===== src/rtl/mc_controller.sv =====
// mc_controller: multi-cycle control FSM for the MIPS core.
// Sequences a shared-memory, single-ALU datapath (IR, ALUOut, MDR) over
// 3-5 cycles per instruction and stalls on the memory-ready handshake.
// Optional feature macro: MC_PERF_CNT_EN (cycle / retired-instruction
// counters); when undefined both counter ports are tied to zero.
//
// Memory handshake: the FSM presents a request (IorD, MemWrite) and holds it
// stable; mem_ready=1 means the memory accepted that request in this cycle.
// Only the accepting cycle advances the FSM, loads IR/PC, or retires a store.

module mc_controller (
    input  logic        clk,
    input  logic        rstn,
    input  logic [5:0]  op,
    input  logic [5:0]  funct,
    input  logic        zero,
    input  logic        mem_ready,
    output logic        IorD,
    output logic        IRWrite,
    output logic        MemWrite,
    output logic        pc_en,
    output logic [1:0]  PCSrc,
    output logic        ALUSrcA,
    output logic [1:0]  ALUSrcB,
    output logic        ImmSign,
    output logic [2:0]  ALUControl,
    output logic        RegWrite,
    output logic        RegDst,
    output logic        MemtoReg,
    output logic        retire,
    output logic        illegal,
    output logic [3:0]  state,
    output logic [31:0] cycle_cnt,
    output logic [31:0] instr_cnt
);

    typedef enum logic [3:0] {
        S_FETCH  = 4'd0,
        S_DECODE = 4'd1,
        S_MEMADR = 4'd2,
        S_MEMRD  = 4'd3,
        S_MEMWB  = 4'd4,
        S_MEMWR  = 4'd5,
        S_EXEC   = 4'd6,
        S_ALUWB  = 4'd7,
        S_BRANCH = 4'd8,
        S_IEXEC  = 4'd9,
        S_IWB    = 4'd10,
        S_JUMP   = 4'd11
    } state_t;

    // Opcodes
    localparam logic [5:0] OP_RTYPE = 6'b000000;
    localparam logic [5:0] OP_LW    = 6'b100011;
    localparam logic [5:0] OP_SW    = 6'b101011;
    localparam logic [5:0] OP_BEQ   = 6'b000100;
    localparam logic [5:0] OP_BNE   = 6'b000101;
    localparam logic [5:0] OP_ADDI  = 6'b001000;
    localparam logic [5:0] OP_ANDI  = 6'b001100;
    localparam logic [5:0] OP_ORI   = 6'b001101;
    localparam logic [5:0] OP_SLTI  = 6'b001010;
    localparam logic [5:0] OP_J     = 6'b000010;

    // R-type function codes
    localparam logic [5:0] FN_ADD = 6'b100000;
    localparam logic [5:0] FN_SUB = 6'b100010;
    localparam logic [5:0] FN_AND = 6'b100100;
    localparam logic [5:0] FN_OR  = 6'b100101;
    localparam logic [5:0] FN_SLT = 6'b101010;

    // ALU operations
    localparam logic [2:0] ALU_ADD = 3'b010;
    localparam logic [2:0] ALU_SUB = 3'b110;
    localparam logic [2:0] ALU_AND = 3'b000;
    localparam logic [2:0] ALU_OR  = 3'b001;
    localparam logic [2:0] ALU_SLT = 3'b111;

    // ALUSrcB selections
    localparam logic [1:0] SRCB_RT   = 2'b00;
    localparam logic [1:0] SRCB_FOUR = 2'b01;
    localparam logic [1:0] SRCB_IMM  = 2'b10;
    localparam logic [1:0] SRCB_BOFF = 2'b11;

    // PCSrc selections
    localparam logic [1:0] PC_ALURES = 2'b00;
    localparam logic [1:0] PC_ALUOUT = 2'b01;
    localparam logic [1:0] PC_JTA    = 2'b10;

    state_t state_q;
    state_t state_d;

    // Decoded instruction information (IR is stable from DECODE onward)
    logic       r_legal;
    logic [2:0] r_alu;
    logic       is_mem;
    logic       is_branch;
    logic       is_itype;
    logic       is_jump;
    logic [2:0] i_alu;
    logic       i_sign;

    // Raw (un-gated) enables and pulses produced by the state decode
    logic irwrite_raw;
    logic memwrite_raw;
    logic pc_en_raw;
    logic regwrite_raw;
    logic retire_raw;
    logic illegal_raw;

    // R-type function decode: legality and ALU operation
    always_comb begin
        r_legal = 1'b1;
        r_alu   = ALU_ADD;
        case (funct)
            FN_ADD:  r_alu = ALU_ADD;
            FN_SUB:  r_alu = ALU_SUB;
            FN_AND:  r_alu = ALU_AND;
            FN_OR:   r_alu = ALU_OR;
            FN_SLT:  r_alu = ALU_SLT;
            default: r_legal = 1'b0;
        endcase
    end

    // Opcode class decode plus I-type ALU operation and immediate extension
    always_comb begin
        is_mem    = 1'b0;
        is_branch = 1'b0;
        is_itype  = 1'b0;
        is_jump   = 1'b0;
        i_alu     = ALU_ADD;
        i_sign    = 1'b1;
        case (op)
            OP_LW, OP_SW:   is_mem = 1'b1;
            OP_BEQ, OP_BNE: is_branch = 1'b1;
            OP_ADDI: begin
                is_itype = 1'b1;
                i_alu    = ALU_ADD;
                i_sign   = 1'b1;
            end
            OP_SLTI: begin
                is_itype = 1'b1;
                i_alu    = ALU_SLT;
                i_sign   = 1'b1;
            end
            OP_ANDI: begin
                is_itype = 1'b1;
                i_alu    = ALU_AND;
                i_sign   = 1'b0;
            end
            OP_ORI: begin
                is_itype = 1'b1;
                i_alu    = ALU_OR;
                i_sign   = 1'b0;
            end
            OP_J:    is_jump = 1'b1;
            default: ;
        endcase
    end

    // State register: reset abandons any in-flight instruction
    always_ff @(posedge clk or negedge rstn) begin
        if (!rstn) begin
            state_q <= S_FETCH;
        end else begin
            state_q <= state_d;
        end
    end

    // Next-state and Moore outputs, qualified by op/funct/zero/mem_ready
    always_comb begin
        state_d      = state_q;
        IorD         = 1'b0;
        irwrite_raw  = 1'b0;
        memwrite_raw = 1'b0;
        pc_en_raw    = 1'b0;
        PCSrc        = PC_ALURES;
        ALUSrcA      = 1'b0;
        ALUSrcB      = SRCB_RT;
        ImmSign      = 1'b0;
        ALUControl   = ALU_AND;
        regwrite_raw = 1'b0;
        RegDst       = 1'b0;
        MemtoReg     = 1'b0;
        retire_raw   = 1'b0;
        illegal_raw  = 1'b0;

        case (state_q)
            S_FETCH: begin
                // PC+4 computed by the ALU; IR and PC load only on accept
                ALUSrcB     = SRCB_FOUR;
                ALUControl  = ALU_ADD;
                irwrite_raw = mem_ready;
                pc_en_raw   = mem_ready;
                if (mem_ready) begin
                    state_d = S_DECODE;
                end
            end
            S_DECODE: begin
                // Speculatively compute the branch target into ALUOut
                ALUSrcB    = SRCB_BOFF;
                ALUControl = ALU_ADD;
                if (is_mem) begin
                    state_d = S_MEMADR;
                end else if ((op == OP_RTYPE) && r_legal) begin
                    state_d = S_EXEC;
                end else if (is_branch) begin
                    state_d = S_BRANCH;
                end else if (is_itype) begin
                    state_d = S_IEXEC;
                end else if (is_jump) begin
                    state_d = S_JUMP;
                end else begin
                    illegal_raw = 1'b1;
                    state_d     = S_FETCH;
                end
            end
            S_MEMADR: begin
                ALUSrcA    = 1'b1;
                ALUSrcB    = SRCB_IMM;
                ImmSign    = 1'b1;
                ALUControl = ALU_ADD;
                state_d    = (op == OP_LW) ? S_MEMRD : S_MEMWR;
            end
            S_MEMRD: begin
                IorD = 1'b1;
                if (mem_ready) begin
                    state_d = S_MEMWB;
                end
            end
            S_MEMWB: begin
                MemtoReg     = 1'b1;
                regwrite_raw = 1'b1;
                retire_raw   = 1'b1;
                state_d      = S_FETCH;
            end
            S_MEMWR: begin
                // Write strobe held until accepted; the store retires then
                IorD         = 1'b1;
                memwrite_raw = 1'b1;
                if (mem_ready) begin
                    retire_raw = 1'b1;
                    state_d    = S_FETCH;
                end
            end
            S_EXEC: begin
                ALUSrcA    = 1'b1;
                ALUSrcB    = SRCB_RT;
                ALUControl = r_alu;
                state_d    = S_ALUWB;
            end
            S_ALUWB: begin
                RegDst       = 1'b1;
                regwrite_raw = 1'b1;
                retire_raw   = 1'b1;
                state_d      = S_FETCH;
            end
            S_BRANCH: begin
                // Compare rs/rt; take the BTA held in ALUOut when the test holds
                ALUSrcA    = 1'b1;
                ALUSrcB    = SRCB_RT;
                ALUControl = ALU_SUB;
                PCSrc      = PC_ALUOUT;
                pc_en_raw  = (op == OP_BNE) ? !zero : zero;
                retire_raw = 1'b1;
                state_d    = S_FETCH;
            end
            S_IEXEC: begin
                ALUSrcA    = 1'b1;
                ALUSrcB    = SRCB_IMM;
                ImmSign    = i_sign;
                ALUControl = i_alu;
                state_d    = S_IWB;
            end
            S_IWB: begin
                regwrite_raw = 1'b1;
                retire_raw   = 1'b1;
                state_d      = S_FETCH;
            end
            S_JUMP: begin
                PCSrc      = PC_JTA;
                pc_en_raw  = 1'b1;
                retire_raw = 1'b1;
                state_d    = S_FETCH;
            end
            default: begin
                // Unused encodings recover to FETCH with every enable low
                state_d = S_FETCH;
            end
        endcase
    end

    // Enables and pulses are forced low while reset is asserted
    always_comb begin
        IRWrite  = irwrite_raw  & rstn;
        MemWrite = memwrite_raw & rstn;
        pc_en    = pc_en_raw    & rstn;
        RegWrite = regwrite_raw & rstn;
        retire   = retire_raw   & rstn;
        illegal  = illegal_raw  & rstn;
    end

    assign state = state_q;

`ifdef MC_PERF_CNT_EN
    // Free-running cycle counter and retired-instruction counter, both wrap
    always_ff @(posedge clk or negedge rstn) begin
        if (!rstn) begin
            cycle_cnt <= 32'd0;
            instr_cnt <= 32'd0;
        end else begin
            cycle_cnt <= cycle_cnt + 32'd1;
            if (retire) begin
                instr_cnt <= instr_cnt + 32'd1;
            end
        end
    end
`else
    assign cycle_cnt = 32'd0;
    assign instr_cnt = 32'd0;
`endif

endmodule


===== config.mk =====
export PLATFORM = sky130hd
export DESIGN_NAME = mc_controller
export DESIGN_NICKNAME = d
export VERILOG_FILES = /design/src/rtl/mc_controller.sv
export SDC_FILE = /design/constraint.sdc
export NUM_CORES = 1
export LEC_CHECK = 0
export CAP_MARGIN = 20
export CELL_PAD_IN_SITES_DETAIL_PLACEMENT = 0
export CELL_PAD_IN_SITES_GLOBAL_PLACEMENT = 1
export CORE_MARGIN = 3
export CORE_UTILIZATION = 21
export CTS_CLUSTER_SIZE = 30
export DETAILED_ROUTE_END_ITERATION = 10
export GPL_TIMING_DRIVEN = 0
export PLACE_DENSITY = 0.86
export SLEW_MARGIN = 10
export SYNTH_ARGS = -nofsm -noshare
export SYNTH_HDL_FRONTEND = slang
export SYNTH_SLANG_ARGS = --single-unit

===== constraint.sdc =====
create_clock -name clk -period 1.6 [get_ports clk]
set_input_delay 0.32 -clock clk [delete_from_list [all_inputs] [get_ports clk]]
set_output_delay 0.32 -clock clk [all_outputs]
set_load 0.03 [all_outputs]

; Yosys cells after proc, flatten, opt, wreduce, memory -nomap -nowiden
; Index checks and enable logic that the tools add are counted.
[totals]
reg_bits = 4
[classes]
n_reduce_logical = 16
muxes = 39
bitwise = 6
n_eq_ne = 28
[ops]
columns = cell, n
row1 = equality test 6 bit (second input constant), 7
row2 = 2-to-1 mux 4 bit, 8
row3 = one-hot mux 4 bit (7 select lines), 1
row4 = equality test 6 x 4 -> 1 bit (second input constant), 4
row5 = one-hot mux 3 bit (4 select lines), 2
row6 = 2-to-1 mux 1 bit, 21
row7 = equality test 4 x 3 -> 1 bit (second input constant), 4
row8 = equality test 4 bit (second input constant), 4
row9 = equality test 6 x 3 -> 1 bit (second input constant), 2
row10 = OR reduction 2 bit, 5
row11 = OR reduction 5 bit, 2
row12 = one-hot mux 3 bit (3 select lines), 1
row13 = equality test 4 x 2 -> 1 bit (second input constant), 2
row14 = OR reduction 4 bit, 2
row15 = bitwise AND 1 bit, 6
row16 = equality test 6 x 2 -> 1 bit (second input constant), 1
row17 = zero test 6 bit, 1
row18 = != test 2 bit (second input constant), 3
row19 = one-hot mux 2 bit (3 select lines), 1
row20 = OR reduction 3 bit, 2
row21 = equality test 4 x 1 -> 1 bit (second input constant), 1
row22 = zero test 4 bit, 1
row23 = one-hot mux 1 bit (2 select lines), 2
row24 = one-hot mux 2 bit (2 select lines), 1
row25 = 5 further kinds, 5

; Logic depth before layout (Yosys ltp)
; Gate-level depths: netlist of the first run.
[depth]
depth_word = 9
depth_mapped = 6
mapped_depth_nobuf = 4

; Worst setup path before layout of the first run
; Ideal clock, no wire load.
[synth_path]
kind = register to output
from = register state_q[2], in the netlist state[2]
to = output pc_en
arrival_time_ps = 2241
n_path_buf = 1
t_required_ps = 1280
path_stages_with_launch = 6
slack_ps = -961
cell_sequence = dfrtp_1 buf_2 nand2b_4 nor3_1 nand3_1 o21ai_1
[synth_via]
elab_chain_cells = 3
elab_cells_between_ends = 5
classes_between = eq/ne (2) / mux (1) / bitwise (1) / reduce/logical (1)
[synth_rtl]
columns = element, line_no
row1 = start: declaration, 89  ; state_t state_q;
row2 = start signal: assignment, 165  ; state_q <= state_d;
row3 = equality test 4 bit / zero test 4 bit (equally long branches), 187  ; case (state_q)
row4 = one-hot mux 1 bit (3 select lines) *, 187
row5 = bitwise AND 1 bit *, 296  ; pc_en = pc_en_raw & rstn;
row6 = end: declaration, 21  ; output logic pc_en,
; Mark *: on every way between the ends. The rest lies on a longest branch, timed or not.

; Final worst setup path of the first run
; Same ends and word-level chain as after synthesis.

==> results.md, run 1 <==
- At the worst endpoint, the required time is 1.28 ns.
- The count of clock tree sinks is 4.
- Global routing finished with a remaining overflow of 0.
- The register with the most flip-flops in the layout has 4 of them.
- The congestion estimate from routability-driven global placement came to roughly 0.86.
- Sequential cells were found to cover under 10% of the synthesized design area.
- sky130_fd_sc_hd__buf_4 takes more of the synthesized area than any other cell.
- The capture instance of the worst register-to-register path is state[1].
- Dividing the final minimum period by the clock period gives 122%.
- The total wirelength of the detailed-routed design is around 4300 um.
- The count of mapped cells out of synthesis is 170.
- Subtracting the final worst setup slack from the clock period gives around 2 ns.
- The top cell type's share of synthesized area is roughly two fifths.
- The source of the worst register-to-register timing path is state[3].
- The setup check on the worst reg-to-reg path leaves a slack of 0.10 ns.
- The maximum level of the CTS H-tree is 1.
- The area growth from synthesis to layout is 114%.
- 0 antenna diodes ended up in the layout.
- The async set or reset register ratio after synthesis is between 90% and 100%.
- The number of rows created at floorplan is 26.
- The master cell of the clock root buffer is sky130_fd_sc_hd__clkbuf_8.
- The maximum number of buffers from clock root to sink is 2.
- The wire-length estimate of the detail-placed layout is between 2000 and 3000 um.
- By area the synthesized netlist is led by sky130_fd_sc_hd__buf_4, sky130_fd_sc_hd__dfrtp_1, sky130_fd_sc_hd__nor3b_1.
- The largest fanout on the critical path is 7.
- The number of cells on the worst reg-to-reg path is 7.
- The number of detailed-routing iterations run before antenna repair is 4.
- Across the run, the number of max-cap violations was 0.
- The type of destination of the critical path is an output pin.
- The checks that failed: setup timing.
- The post-route total power is 2.50 mW.
- The count of nets left with antenna violations after detail routing is 0.
- Based on the critical path, the design can be clocked at up to 514 MHz.
- Once the floorplan was initialized, standard cells occupied between 20% and 30% of the core.
- The via count of the first global-routing pass is between 1000 and 1500.
- The synthesized netlist occupies a cell area of 1200 sq um.
- The violation count after the first detailed-route iteration is 74.
- The number of I/O pins is slightly above 100.
- The final count of pins violating max slew is 0.
- Clock-pin slew was measured on the worst setup and hold paths at 0.04 ns.
- The total count of hold-check failures in the final report is 0.
- The type of the worst min-delay path is in -> async.
- The synthesized area per cell is a little over 7 sq um.
- The number of distinct library cells after synthesis is between 40 and 50.
- The kind of critical path is reg -> out.
- The kind of start point of the critical path is a register.
- Adding up every negative setup slack in the final design gives -3.05 ns.
- The power density over the cells is 978 nW/um^2.
- For this run, the post-layout net count is roughly 320.
- In the synthesized netlist the dominant register cell turns out to be sky130_fd_sc_hd__dfrtp_1.
- Counting instances in the post-synthesis netlist gives the leading cell types as sky130_fd_sc_hd__buf_4, sky130_fd_sc_hd__nor2_1, sky130_fd_sc_hd__nand2_1.
- Of the cells placed in the final design, the portion with a size suffix greater than 1 is 56.6%.
- At the worst endpoint, the arrival time is roughly 1.6 ns.
- Cells fill approximately half of the core in the end.
- The number of design rule violations left after detail routing is 0.
- The number of enable flip-flop cells after synthesis is 0.
- The die is between 80 and 90 um tall.
- The setup violation total in the final timing report is 16.
- The run finished, with violations left.
- Using the TritonRoute via totals, the vias-per-cell ratio works out to approximately 3.8.
- The total area inside the core boundary comes to 5300 sq um.
- Across the routed clock network, the largest skew measured is slightly below 0.009 ns.
- Counting the fill cells in the layout gives between 500 and 600.
- The post-detailed-route wirelength per cell is between 10 and 15 um.
- The area of the die is approximately 6600 sq um.
- The analysis attributes to cell leakage a power of around 1.3 nW.
- The number of flip-flops and latches in the synthesized netlist is 4.
- The later-pin clock latency in the skew report is about 0.22 ns.
- The hold buffer count at cts is 0.
- The clock tree from TritonCTS is built.
- Port buffering added 36 buffers.
- Global routing used about an eighth of the available tracks.
- Summing over every cut layer, the via total after detailed routing is 1423.
- Before CTS, the worst setup slack after placement is -1.13 ns.
- The initial antenna violation count is 0.
- The most repeated cell in the gate-level netlist after synthesis is sky130_fd_sc_hd__buf_4.
- For this run, the number of Yosys warnings is 0.
- The number of buffers created by CTS is 3.
- The first global-routing pass estimated between 6000 and 7000 um of wire.
- The die boundary width is a little over 80 um.
- After layout, the worst setup slack is -0.347 ns.
- Setup repair after global routing could not meet its margin everywhere.
- Entering global routing, the biggest net connects 11 pins.
- VDD sags by at most approximately 0.47 mV.
## how the worst max path moves through the flow
stage,startpoint,to,slack (ns)
4_1_cts,state[1],illegal,-0.33
6_report,state[2],pc_en,-0.35
3_3_place_gp,op[5],illegal,-1.11
3_5_place_dp,op[5],pc_en,-1.13
5_1_grt,state[1],illegal,-0.40
2_1_floorplan,state[2],pc_en,-0.31
## through the flow
step	hold slack [ns]	instances	instance area, sq um
6_report	0.0416	372	2560
5_1_grt	0.0355	372	2560
4_1_cts	0.0346	366	2410
3_5_place_dp	0.618	339	2040
3_3_place_gp	0.610	339	2040
2_1_floorplan	0.0244	233	1590
## timing repair
item | 4_1_cts | 5_1_grt
hold endpoints to repair | 0 | 0
setup buffers | 23 | 6
endpoints found under the setup margin | 24 | 23
pin swaps | 15 | 6
gates resized for setup | 171 | 27
cloned | 0 | 0
## area by class of cell
type	instances	area, sq um	area share (%)
Tap cell	70	87.6	3.43
Multi-Input combinational cell	153	1110	43.3
Clock buffer	4	45.0	1.76
Sequential cell	4	104	4.06
Timing Repair Buffer	65	626	24.5
Buffer	70	562	22.0
Inverter	6	26.3	1.03
## metal layers
layer,vias up,track usage [%],routed length [um]
li1,717,-,-
met4,0,4.90,98
met5,-,0,0
met1,615,13.7,1550
met3,11,2.08,399
met2,80,22.7,2250
## critical path: stages, from the launching register on
cell,delay (ns)
sky130_fd_sc_hd__dfrtp_2,0.45
sky130_fd_sc_hd__buf_8,0.15
sky130_fd_sc_hd__nand2b_4,0.20
sky130_fd_sc_hd__nor3_4,0.17
sky130_fd_sc_hd__nand3_2,0.12
sky130_fd_sc_hd__o21ai_4,0.16
sky130_fd_sc_hd__buf_6,0.14
## power by group
part           total [mW]  internal [mW]  leakage, nW  switching, mW
sequential          0.162          0.130       0.0490         0.0325
combinational        2.11          0.980         1.25           1.13
clock               0.230          0.171       0.0228         0.0591
total                2.50           1.28         1.32           1.22
## kinds of logic (layout without fill, tap and decap cells)
| logic type | count (synthesis) | in the layout | share of synthesized area [%] |
|---|---|---|---|
| compound gates | 32 | 32 | 17.6 |
| xor+xnor | 2 | 2 | 1.46 |
| buf+inv | 76 | 145 | 44.6 |
| flops | 4 | 4 | 8.37 |
| mux | 3 | 3 | 2.51 |
| other cells | 1 | 64 | 0.314 |
| simple gates | 52 | 52 | 25.2 |
## layout by cell type (no fill, tap or decap), types with 2 or more instances in the layout
master and n:
sky130_fd_sc_hd__a21oi_1 4, sky130_fd_sc_hd__a21oi_4 2, sky130_fd_sc_hd__and2b_2 2, sky130_fd_sc_hd__and3_2 2, sky130_fd_sc_hd__buf_12 2, sky130_fd_sc_hd__buf_4 86
sky130_fd_sc_hd__buf_6 25, sky130_fd_sc_hd__buf_8 3, sky130_fd_sc_hd__clkbuf_8 3, sky130_fd_sc_hd__clkdlybuf4s50_1 2, sky130_fd_sc_hd__conb_1 64, sky130_fd_sc_hd__dfrtp_2 3
sky130_fd_sc_hd__dlygate4sd2_1 11, sky130_fd_sc_hd__dlymetal6s2s_1 3, sky130_fd_sc_hd__inv_1 5, sky130_fd_sc_hd__mux2i_1 2, sky130_fd_sc_hd__nand2_1 5, sky130_fd_sc_hd__nand2_4 2
sky130_fd_sc_hd__nand2b_4 4, sky130_fd_sc_hd__nand3_1 4, sky130_fd_sc_hd__nor2_1 5, sky130_fd_sc_hd__nor2_4 3, sky130_fd_sc_hd__nor2b_1 2, sky130_fd_sc_hd__nor3_2 2
sky130_fd_sc_hd__nor3_4 5, sky130_fd_sc_hd__nor3b_4 4, sky130_fd_sc_hd__o21ai_0 5, sky130_fd_sc_hd__o21ai_2 2, sky130_fd_sc_hd__o21bai_1 2, sky130_fd_sc_hd__o22ai_1 2
sky130_fd_sc_hd__o311ai_1 2
(Power assumes the default switching activity.)
==> inputs of run 2 (changes only) <==
SKIP_LAST_GASP = 1   (was unset)
==> run 2 against run 1 <==
  * Highest routed layer unchanged
  * Maximum frequency hardly changed
  * Worst hold slack worse by 0.011 ns
  * Core utilization grew 1.2 points
  * The run still ends with setup timing left
  * Critical endpoint is now illegal
  * Register-to-register slack lost 0.10 ns
==> results.md, run 2 (synthesis results as in run 1) <==
- The flow ran to the end, but the final reports show violations.
- The checks that failed: setup timing.
- Setup repair after global routing could not meet its margin everywhere.
- The kind of critical path is reg -> out.
- For this run, global-route usage on met2 was measured as 22.6%.
- The count of nets left with antenna violations after detail routing is 0.
- The global router's overall resource usage is about 12%.
- The pin count of the biggest net entering global routing is 11.
- The floorplan core area is approximately 5300 sq um.
- The largest single stage delay on the critical path is ~0.40 ns.
- The via count of the routed design is around 1500.
- The count of input and output buffers is 36.
- The layout-stage area growth over the synthesis result is 119%.
- The total wirelength of the detailed-routed design is about 4500 um.
- The leakage power is 1.36 nW.
- IR analysis of the VDD net gives a maximum drop of 0.484 mV.
- For this run, global-route usage on met3 was measured as under 10%.
- In the post-route analysis, the smallest setup slack over all paths is -0.348 ns.
- The initial antenna violation count is 0.
- Measured in cells, the most critical reg-to-reg path has a length of 8.
- Together, buffers and inverters on the worst path number 2.
- The violation count after the first detailed-route iteration is between 100 and 150.
- The setup violation total in the final timing report is 18.
- between 100 and 150 I/O pins were placed.
- The vertical die dimension is just over 80 um.
- The met1 usage in global routing is between 10% and 20%.
- The number of design rule violations left after detail routing is 0.
- The arrival time of data at the critical path endpoint is 1.63 ns.
- The worst endpoint required time is 1.28 ns.
- The routing layer with the top usage in global route is met2.
- The maximum frequency from static timing analysis is 513 MHz.
- TritonCTS built the clock tree.
- The number of rows created at floorplan is 26.
- The final count of pins violating max slew is 0.
- Clock-pin slew was measured on the worst setup and hold paths at 0.04 ns.
- The number of buffers created by CTS is 3.
- Traced cell by cell, the critical path runs through buf_8 -> and2b_2 -> o211a_1 -> nand2b_4 -> nor3b_4 -> buf_6.
- The initial utilization of the core area, before any placement, comes to around 23%.
- The total count of hold-check failures in the final report is 0.
- The type of destination of the critical path is an output pin.
- In this run the worst path has a maximum fanout of 7.
- The final weighted congestion of routability-driven global placement is approximately 0.86.
- The library cell used most frequently in the layout, excluding fill and tap cells, is sky130_fd_sc_hd__buf_4.
- The worst setup path is launched from a register.
- The cell sitting at the root of the clock tree is a sky130_fd_sc_hd__clkbuf_8.
- Of the available clock period, the critical path in the final layout requires 122%.
- Summed over all layers, the global routing overflow is 0.
- The detailed placement HPWL is approximately 3000 um.
- The final critical path time including I/O delays and setup is between 1.5 and 2 ns.
- The library cells used most frequently in the layout, excluding fill and tap cells, are sky130_fd_sc_hd__buf_4, sky130_fd_sc_hd__conb_1, sky130_fd_sc_hd__buf_6.
- The number of diodes is 0.
- The area of the die is between 6000 and 7000 sq um.
- The capture instance of the worst register-to-register path is state[2].
- The maximum number of buffers from clock root to sink is 2.
- Total power for the finished layout comes to approximately 2.6 mW.
- On the critical path the largest part of the delay comes from simple AND/OR/NAND/NOR gates.
- The number of max-capacitance violations reported is 0.
- The total negative slack for setup checks is -3.48 ns.
- In this run the number of H-tree levels came out at 1.
- The ratio of cells with drive above 1 in the final layout is around 60%.
- In the routed layout, each cell is associated on average with a via count of between 3 and 4.
- The source of the worst register-to-register timing path is state[0].
- The power density over the cells is between 900 and 1000 nW/um^2.
- The later pin in the worst-skew pair is clocked with a latency of roughly 0.23 ns.
- The pre-antenna-repair detailed-routing pass consisted of 4 iterations.
- The number of nets in the finished design is 326.
- The floorplan step set the die width to 81.5 um.
- The internal reg-to-reg setup slack is 0 ns.
- The via count of the first global-routing pass is approximately 1400.
- The post-detailed-route wirelength per cell is roughly 12 um.
- The count of clock tree sinks is 4.
- The worst hold path belongs to the class in -> async.
- The cell with the largest stage delay on the worst path is sky130_fd_sc_hd__dfrtp_2.
- The register with the most flip-flops in the layout has 4 of them.
- Between clock sinks in the finished design, the worst skew comes to ~0.012 ns.
- The first-pass GRT wire length is between 6000 and 7000 um.
run 2: cell count changes in the layout (fill, tap and decap cells not counted), moves of 2 or more:
cell                      delta
sky130_fd_sc_hd__o21ai_2     +2
sky130_fd_sc_hd__o21ai_0     -2
sky130_fd_sc_hd__buf_4       +9
sky130_fd_sc_hd__buf_6       -2
run 2: cell type report:
cell class / instances / area [sq um]
Buffer: 70 / 557
Clock buffer: 4 / 45.0
Fill cell: 499 / 2680
Inverter: 6 / 26.3
Multi-Input combinational cell: 153 / 1120
Sequential cell: 4 / 104
Tap cell: 70 / 87.6
Timing Repair Buffer: 72 / 674
run 2: metrics by stage:
| step | hold WS, ns | cells | setup WS (ns) | utilization [%] | cell area, sq um |
|---|---|---|---|---|---|
| 4_1_cts | 0.0346 | 366 | -0.352 | 45.4 | 2410 |
| 6_report | 0.0302 | 379 | -0.348 | 49.4 | 2620 |
| 3_3_place_gp | 0.610 | 339 | -1.11 | 38.4 | 2040 |
| 3_5_place_dp | 0.618 | 339 | -1.13 | 38.4 | 2040 |
| 5_1_grt | 0.0476 | 379 | -0.408 | 49.4 | 2620 |
| 2_1_floorplan | 0.0244 | 233 | -0.307 | - | 1590 |
run 2: how the worst max path moves through the flow:
stage	start	endpoint	slack, ns	cells after the start
floorplan	state[2]	pc_en	-0.31	5
global placement	op[5]	illegal	-1.11	6
detailed placement	op[5]	pc_en	-1.13	6
CTS	funct[4]	illegal	-0.35	6
global route	state[1]	illegal	-0.41	6
finish	state[1]	illegal	-0.35	6
run 2: where the power goes:
part           leakage [nW]  internal [mW]  switching [mW]
registers            0.0490          0.130          0.0319
logic                  1.29           1.05            1.16
clock network        0.0228          0.172          0.0693
total                  1.36           1.35            1.26
run 2: metal layers:
metal,up-vias,part of all wire (%)
met3,10,10
met2,88,55
met5,-,0
met4,0,2.0
li1,733,-
met1,625,33
run 2: what timing repair did:
action	CTS	global route
resized for setup	168	34
pin swaps	14	10
gates cloned	0	0
hold buffers	0	0
setup endpoints to repair	24	24
buffers inserted	23	13
